## src/rtl/uart_rx_core.sv

```systemverilog
// UART receiver: 16x oversampled, 2-of-3 majority per bit, false-start rejection,
// framing-error reporting and break detection.
module uart_rx_core #(
    parameter int unsigned CLK_FREQ   = 100_000_000,
    parameter int unsigned BAUD       = 9600,
    parameter int unsigned OVERSAMPLE = 16,
    parameter int unsigned DATA_BITS  = 8
) (
    input  logic                 clk,
    input  logic                 rst_n,
    input  logic                 rx,
    output logic [DATA_BITS-1:0] rx_data,
    output logic                 rx_valid,
    output logic                 frame_err,
    output logic                 busy
);

    localparam int unsigned DIV    = CLK_FREQ / (BAUD * OVERSAMPLE);
    localparam int unsigned DIV_W  = (DIV > 1) ? $clog2(DIV) : 1;
    localparam int unsigned SAMP_W = $clog2(OVERSAMPLE);
    localparam int unsigned BIT_W  = $clog2(DATA_BITS);
    localparam int unsigned MID    = OVERSAMPLE / 2;

    typedef enum logic [2:0] {
        IDLE,
        START,
        DATA,
        STOP,
        BREAK
    } state_t;

    state_t               state_q, state_d;
    logic                 rx_meta, rx_s, rx_prev;
    logic [1:0]           sync_fill;
    logic                 armed;
    logic [DIV_W-1:0]     tick_cnt;
    logic [SAMP_W-1:0]    sample_cnt;
    logic                 samp_a, samp_b;
    logic [DATA_BITS-1:0] shift_q, shift_d;
    logic [BIT_W-1:0]     bit_idx_q, bit_idx_d;
    logic [DATA_BITS-1:0] rx_data_d;
    logic                 rx_valid_d, frame_err_d, busy_d;
    logic                 start_edge_c, tick_c, decide_c, maj_c;

    // Two-flop synchronizer; armed only once a genuine high level has been seen after reset
    always_ff @(posedge clk) begin
        if (!rst_n) begin
            rx_meta   <= 1'b1;
            rx_s      <= 1'b1;
            rx_prev   <= 1'b1;
            sync_fill <= 2'b00;
            armed     <= 1'b0;
        end else begin
            rx_meta   <= rx;
            rx_s      <= rx_meta;
            rx_prev   <= rx_s;
            sync_fill <= {sync_fill[0], 1'b1};
            if (sync_fill[1] && rx_s) begin
                armed <= 1'b1;
            end
        end
    end

    assign start_edge_c = (state_q == IDLE) && armed && rx_prev && !rx_s;
    assign tick_c       = (tick_cnt == DIV_W'(DIV - 1)) && !start_edge_c;
    assign decide_c     = tick_c && (sample_cnt == SAMP_W'(MID + 1));
    assign maj_c        = (samp_a & samp_b) | (samp_a & rx_s) | (samp_b & rx_s);

    // Baud tick divider, realigned to the start edge
    always_ff @(posedge clk) begin
        if (!rst_n) begin
            tick_cnt <= '0;
        end else if (start_edge_c || tick_c) begin
            tick_cnt <= '0;
        end else begin
            tick_cnt <= tick_cnt + DIV_W'(1);
        end
    end

    // Sample position within the bit and the two early majority samples
    always_ff @(posedge clk) begin
        if (!rst_n) begin
            sample_cnt <= '0;
            samp_a     <= 1'b1;
            samp_b     <= 1'b1;
        end else if (start_edge_c) begin
            sample_cnt <= '0;
        end else if (tick_c) begin
            if (sample_cnt == SAMP_W'(OVERSAMPLE - 1)) begin
                sample_cnt <= '0;
            end else begin
                sample_cnt <= sample_cnt + SAMP_W'(1);
            end
            if (sample_cnt == SAMP_W'(MID - 1)) begin
                samp_a <= rx_s;
            end
            if (sample_cnt == SAMP_W'(MID)) begin
                samp_b <= rx_s;
            end
        end
    end

    // State and registered outputs
    always_ff @(posedge clk) begin
        if (!rst_n) begin
            state_q   <= IDLE;
            shift_q   <= '0;
            bit_idx_q <= '0;
            rx_data   <= '0;
            rx_valid  <= 1'b0;
            frame_err <= 1'b0;
            busy      <= 1'b0;
        end else begin
            state_q   <= state_d;
            shift_q   <= shift_d;
            bit_idx_q <= bit_idx_d;
            rx_data   <= rx_data_d;
            rx_valid  <= rx_valid_d;
            frame_err <= frame_err_d;
            busy      <= busy_d;
        end
    end

    // Next-state and output decode; decisions are made on the mid+1 sample tick
    always_comb begin
        state_d     = state_q;
        shift_d     = shift_q;
        bit_idx_d   = bit_idx_q;
        rx_data_d   = rx_data;
        rx_valid_d  = 1'b0;
        frame_err_d = 1'b0;
        case (state_q)
            IDLE: begin
                if (start_edge_c) begin
                    state_d = START;
                end
            end
            START: begin
                if (decide_c) begin
                    if (maj_c) begin
                        state_d = IDLE;
                    end else begin
                        state_d   = DATA;
                        bit_idx_d = '0;
                    end
                end
            end
            DATA: begin
                if (decide_c) begin
                    shift_d = {maj_c, shift_q[DATA_BITS-1:1]};
                    if (bit_idx_q == BIT_W'(DATA_BITS - 1)) begin
                        state_d = STOP;
                    end else begin
                        bit_idx_d = bit_idx_q + BIT_W'(1);
                    end
                end
            end
            STOP: begin
                if (decide_c) begin
                    if (maj_c) begin
                        rx_data_d  = shift_q;
                        rx_valid_d = 1'b1;
                        state_d    = IDLE;
                    end else begin
                        frame_err_d = 1'b1;
                        state_d     = BREAK;
                    end
                end
            end
            BREAK: begin
                if (rx_s) begin
                    state_d = IDLE;
                end
            end
            default: begin
                state_d = IDLE;
            end
        endcase
        // A frame is in progress only between start and stop; break wait is not busy
        busy_d = (state_d == START) || (state_d == DATA) || (state_d == STOP);
    end

endmodule

```

## config.mk

```make
export PLATFORM = sky130hd
export DESIGN_NAME = uart_rx_core
export DESIGN_NICKNAME = d
export VERILOG_FILES = /design/src/rtl/uart_rx_core.sv
export SDC_FILE = /design/constraint.sdc
export NUM_CORES = 1
export LEC_CHECK = 0
export BUFFER_PORTS_ARGS = -buffer_cell sky130_fd_sc_hd__buf_2
export CAP_MARGIN = 20
export CORE_MARGIN = 4
export CORE_UTILIZATION = 61
export DETAILED_ROUTE_END_ITERATION = 6
export PLACE_DENSITY = 0.79
export SLEW_MARGIN = 0
export SYNTH_ARGS = -nofsm -noshare
export SYNTH_HDL_FRONTEND = slang
export SYNTH_SLANG_ARGS = --single-unit
```

## constraint.sdc

```tcl
create_clock -name clk -period 5.3 [get_ports clk]
set_input_delay 0.53 -clock clk [delete_from_list [all_inputs] [get_ports clk]]
set_output_delay 0.53 -clock clk [all_outputs]
set_load 0.05 [all_outputs]
```

Word level (Yosys, flattened, before mapping)
Cells that the tools add are included.

operators by class
  add/subtract/negate cells = 3
  $mul = 0
  divide/modulo/power cells = 0
  $lt $le $gt $ge = 0
  eq/ne operators = 17
  shift-type cells = 0
  mux-type cells = 18
  bitwise gates (word level) = 7
  reductions and logical operators = 21

operators with widths
  kind                                                  count
  2-to-1 mux 3 bit                                      11
  one-hot mux 3 bit (5 select lines)                    1
  equality test 3 x 2 -> 1 bit (second input constant)  4
  equality test 4 bit (second input constant)           3
  AND reduction 3 bit                                   4
  adder 10 x 1 -> 10 bit (second input constant)        1
  equality test 10 bit (second input constant)          1
  inequality test 2 bit (second input constant)         4
  equality test 3 x 1 -> 1 bit (second input constant)  2
  equality test 3 bit (second input constant)           2
  logical AND 1 bit                                     6
  one-hot mux 3 bit (2 select lines)                    1
  AND reduction 5 bit                                   1
  adder 4 x 1 -> 4 bit (second input constant)          1
  equality test 4 x 3 -> 1 bit (second input constant)  1
  2-to-1 mux 4 bit                                      1
  OR reduction 2 bit                                    2
  adder 3 x 1 -> 3 bit (second input constant)          1
  AND 1 bit                                             3
  logical NOT 3 bit                                     1
  logical OR 1 bit                                      3
  2-to-1 mux 1 bit                                      3
  logical NOT 1 bit                                     2
  2-to-1 mux 2 bit                                      1
  other kinds (4)                                       6

storage, ports and cells
  register bits = 47
  bits in latches = 0
  bits in writable memories = 0
  ROM bits = 0
  output and inout port bits = 11
  logic and storage cells = 83
  memories = 0

Longest topological paths before layout
  word-level depth = 12
  gate-level depth with buffers = 7
  depth with buffers taken out = 6

Worst setup path before layout
Ideal clock, no wire load.

  kind = register to register
  from = reg tick_cnt[4]
  to = reg bit_idx_q[1]
  library setup time = 0.115 ns
  arrival = 1.990 ns
  setup slack = 3.195 ns
  stages on the path, launching flop included = 6
  path buffers = 1
  clock period less this slack = 2.105 ns
  cell sequence = dfxtp_1 or4b_4 or4_4 buf_6 o31a_2 o21a_1

on the way
  longest elaborated chain between the ends = 5
  elaborated cells between the ends (all ways) = 6
  classes of those cells = eq/ne: 3; reduce/logical: 3

RTL lines
  what                                      RTL line  source
  from (decl)                               36        logic [DIV_W-1:0] tick_cnt;
  from (signal assigned)                    76        tick_cnt <= tick_cnt + DIV_W'(1);
  equality test 10 bit (*)                  65        assign tick_c = (tick_cnt == DIV_W'(DIV - 1)) && !start_edge_c;
  logical AND 1 bit (*)                     65
  logical AND 1 bit (*)                     66        assign decide_c = tick_c && (sample_cnt == SAMP_W'(MID + 1));
  inequality test 2 bit (no source line)    --
  AND reduction 5 bit (no source line) (*)  --
  to (signal assigned)                      116       bit_idx_q <= bit_idx_d;
  to (decl)                                 40        logic [BIT_W-1:0] bit_idx_q, bit_idx_d;

Mark *: on every way between the ends. The rest lies on a longest branch, timed or not.
A chain may end at the register's enable or synchronous reset.

Worst setup path after layout
  from = reg tick_cnt[7]
  to = reg bit_idx_q[0]

Same word-level chain as after synthesis.

==> impl_metrics.csv <==
group,metric,value,unit
status,status,"finished clean",
cts,clk_path_buf_depth,2,
power,seq_power_share,0.604,
cts,cts_resized,0,
finish,instances_no_fill,265,
drt,drt_wl_total,3.525,mm
setup_path,reg2reg_slack,3090,ps
drt,viasPerCell,5.468,
floorplan,die_y,65.47,um
power,clockPowerShare,0.371,
job,cap_violations,0,
setup_path,cp-start-kind,"flip-flop",
floorplan,ios,14,
synth,synth_seq_cells,47,
cts,cts_setup_buffers,0,
floorplan,rows,20,
grt,grt_pass1_vias,1375,
synth,netlist_area,2014,um^2
sta,max_freq,452.2,MHz
drt,met3WireLength,154,um
min_path,hold_path_class,"in2reg",
floorplan,core,3103,um^2
setup_path,crit_required,5620,ps
power,vdd_drop_max,0.0001933,V
sta,fin_setup_tns,0,ps
synth,synth_ff_type,"dfxtp_1",
sta,setup_viol,0,
grt,grt_pass1_wl,6.092,mm
drt,met2RoutedLength,1.717,mm
synth,synth_cells,208,
place,place_area,2096,um^2
drt,wl_met1,1.589,mm
floorplan,start_util,0.6492,
sta,fin_crit_sh,0.4172,
grt,grt_max_degree,36,
drt,drt_iter0_drc,189,
cts,insertion_delay,370,ps
sta,clock_skew,16.07,ps
cts,htreeDepth,2,
grt,antenna_found_initial,0,
drt,route.detailed.drc,0,
synth,synth_edf_count,0,
setup_path,crit_arrival,2530,ps
synth,async_flop_share,0,
finish,layout-drive-gt1-share,0.1403,
power,power_frac_comb,0.025,
grt,grt_usage,0.1861,
drt,highest_layer,"met4",
synth,synth_warnings,0,
sta,period_needed,2211,ps
finish,fin_nets,230,
floorplan,dieArea,4286,um^2
sta,rsz0062_at_grt,"no",
sta,worst_pin_slew,598.1,ps
synth,synth.distinct_cells,45,
place,io_buffers,13,
drt,num_vias,1449,
cts,holdBufCountCts,0,
synth,syn_nets,218,
synth,syn_area_per_cell,9.685,um^2
drt,wire_per_inst,13.30,um
place,place_ws,3096,ps
cts,cts-root-buf,"clkbuf_4",
drt,drt.antenna.violating_nets,0,
finish,diodes,0,
finish,fin_area,2181,um^2
power,powerDensity,274.8,nW/um^2
cts,cts_sinks,47,
power,p_leak,0.8637,nW
grt,grt_overflow_total,0,
power,sw_frac_of_total,0.2242,
setup_path,cp_max_fo,11,
setup_path,critPathCaptureType,"flip-flop",
finish,final_core_util,0.7028,
sta,hold_viol_final,0,
sta,max-slew-margin-rel,0.6004,
sta,fin_ws,3089,ps
cts,cts.clk_slew.worst_paths,150,ps
synth,synth_seq_area_share,0.4671,
place,gp_congestion,0.8322,
floorplan,fp.dieW,65.47,um
finish,fill_cells,261,
cts,cts_tree,"done",
place,place_hpwl,2.445,mm
power,internal_power,0.4650,mW
finish,areaGrowthSynthToFinish,8.261,%
setup_path,critical_path_class,"reg2reg",
place,post-place-cells,257,
cts,cts_buffers,5,
drt,drt-pass1-iter-count,5,
power,p_switching,0.1344,mW
sta,drv_slew,0,
[through the flow]
| stage | power, mW | hold WS [ps] |
|---|---|---|
| 6_report | 0.5994 | 340.1 |
| 5_1_grt | 0.6231 | 335.7 |
| 4_1_cts | 0.6041 | 333.8 |
| 3_5_place_dp | 0.3846 | 402.2 |
| 3_3_place_gp | 0.3836 | 394.9 |
| 2_1_floorplan | 0.3800 | 386.3 |
[per-layer routing]
metal	vias up	GRT usage
li1	744	-
met1	666	0.2177
met2	30	0.3224
met3	9	0.05128
met4	0	0.06995
met5	-	0
[placed cells by master, fill, tap and decap left out, types with 4 or more instances in the layout]
cell type,instances
buf_2,13
nand3b_1,4
xor2_1,7
nand2_1,29
dfxtp_1,47
clkbuf_4,5
inv_1,5
mux2i_1,17
nand2b_1,7
nand3_1,8
nor4_1,5
a21oi_1,8
nor2_1,12
ha_1,7
[worst max-delay path, stage by stage, from the launching register on]
cell	delay (ps)
dfxtp_1	410
or4b_4	510
or4_4	600
or4b_1	490
a21boi_1	140
[power by group through the flow]
stage	registers [mW]	logic, mW	clock network [mW]
2_1_floorplan	0.369	0.0109	0
3_3_place_gp	0.369	0.0143	0
3_5_place_dp	0.370	0.0150	0
4_1_cts	0.362	0.0151	0.227
5_1_grt	0.363	0.0174	0.243
6_report	0.362	0.0151	0.223
[synthesized netlist by cell type (3+ instances only)]
cell type	count	share of area
and2_1	3	0.0093
ha_1	7	0.043
nor2_1	12	0.022
nor4_1	5	0.016
nand2_1	29	0.054
nand2b_1	7	0.022
dfxtp_1	47	0.47
inv_1	5	0.0093
mux2i_1	17	0.084
nand3_1	8	0.020
a21oi_1	8	0.020
nand3b_1	4	0.015
xor2_1	7	0.030
o31ai_1	3	0.011
clkbuf_1	6	0.011
[registers in the layout, summed over array words and instances, names as in the netlist]
signal and flops:
rx_meta 1, busy 1, tick_cnt 10, rx_valid 1, samp_b 1, armed 1, state_q 3, rx_data 8
samp_a 1, rx_prev 1, rx_s 1, bit_idx_q 3, sample_cnt 4, frame_err 1, sync_fill 2, shift_q 8
[cell families (layout without fill, tap and decap cells)]
group / count (synthesis) / in the layout / synth area share
AO/OA/AOI/OAI: 21 / 21 / 0.06771
adder cells (fa/ha/maj): 8 / 8 / 0.04845
AND/OR/NAND/NOR: 92 / 92 / 0.2578
XOR/XNOR: 8 / 8 / 0.03478
flip-flops: 47 / 47 / 0.4671
multiplexers: 19 / 19 / 0.09565
buffers and inverters: 13 / 26 / 0.02857
[layout make-up]
cell class / count / area [um^2] / area share
Tap cell: 44 / 55.05 / 0.02524
Multi-Input combinational cell: 148 / 1016 / 0.4659
Timing Repair Buffer: 13 / 65.06 / 0.02983
Sequential cell: 47 / 940.9 / 0.4314
Inverter: 5 / 18.77 / 0.008606
Clock inverter: 3 / 47.55 / 0.02180
Clock buffer: 5 / 37.54 / 0.01721
[worst paths after layout]
path / end / from / cells after the start
worst max-delay path: bit_idx_q[0] / tick_cnt[7] / 4
worst min-delay path: rx_meta / rx / 2
worst max register to register: bit_idx_q[0] / tick_cnt[7] / 4
worst min register to register: rx_s / rx_meta / 1
No activity file was read; power rests on OpenSTA's default activity.
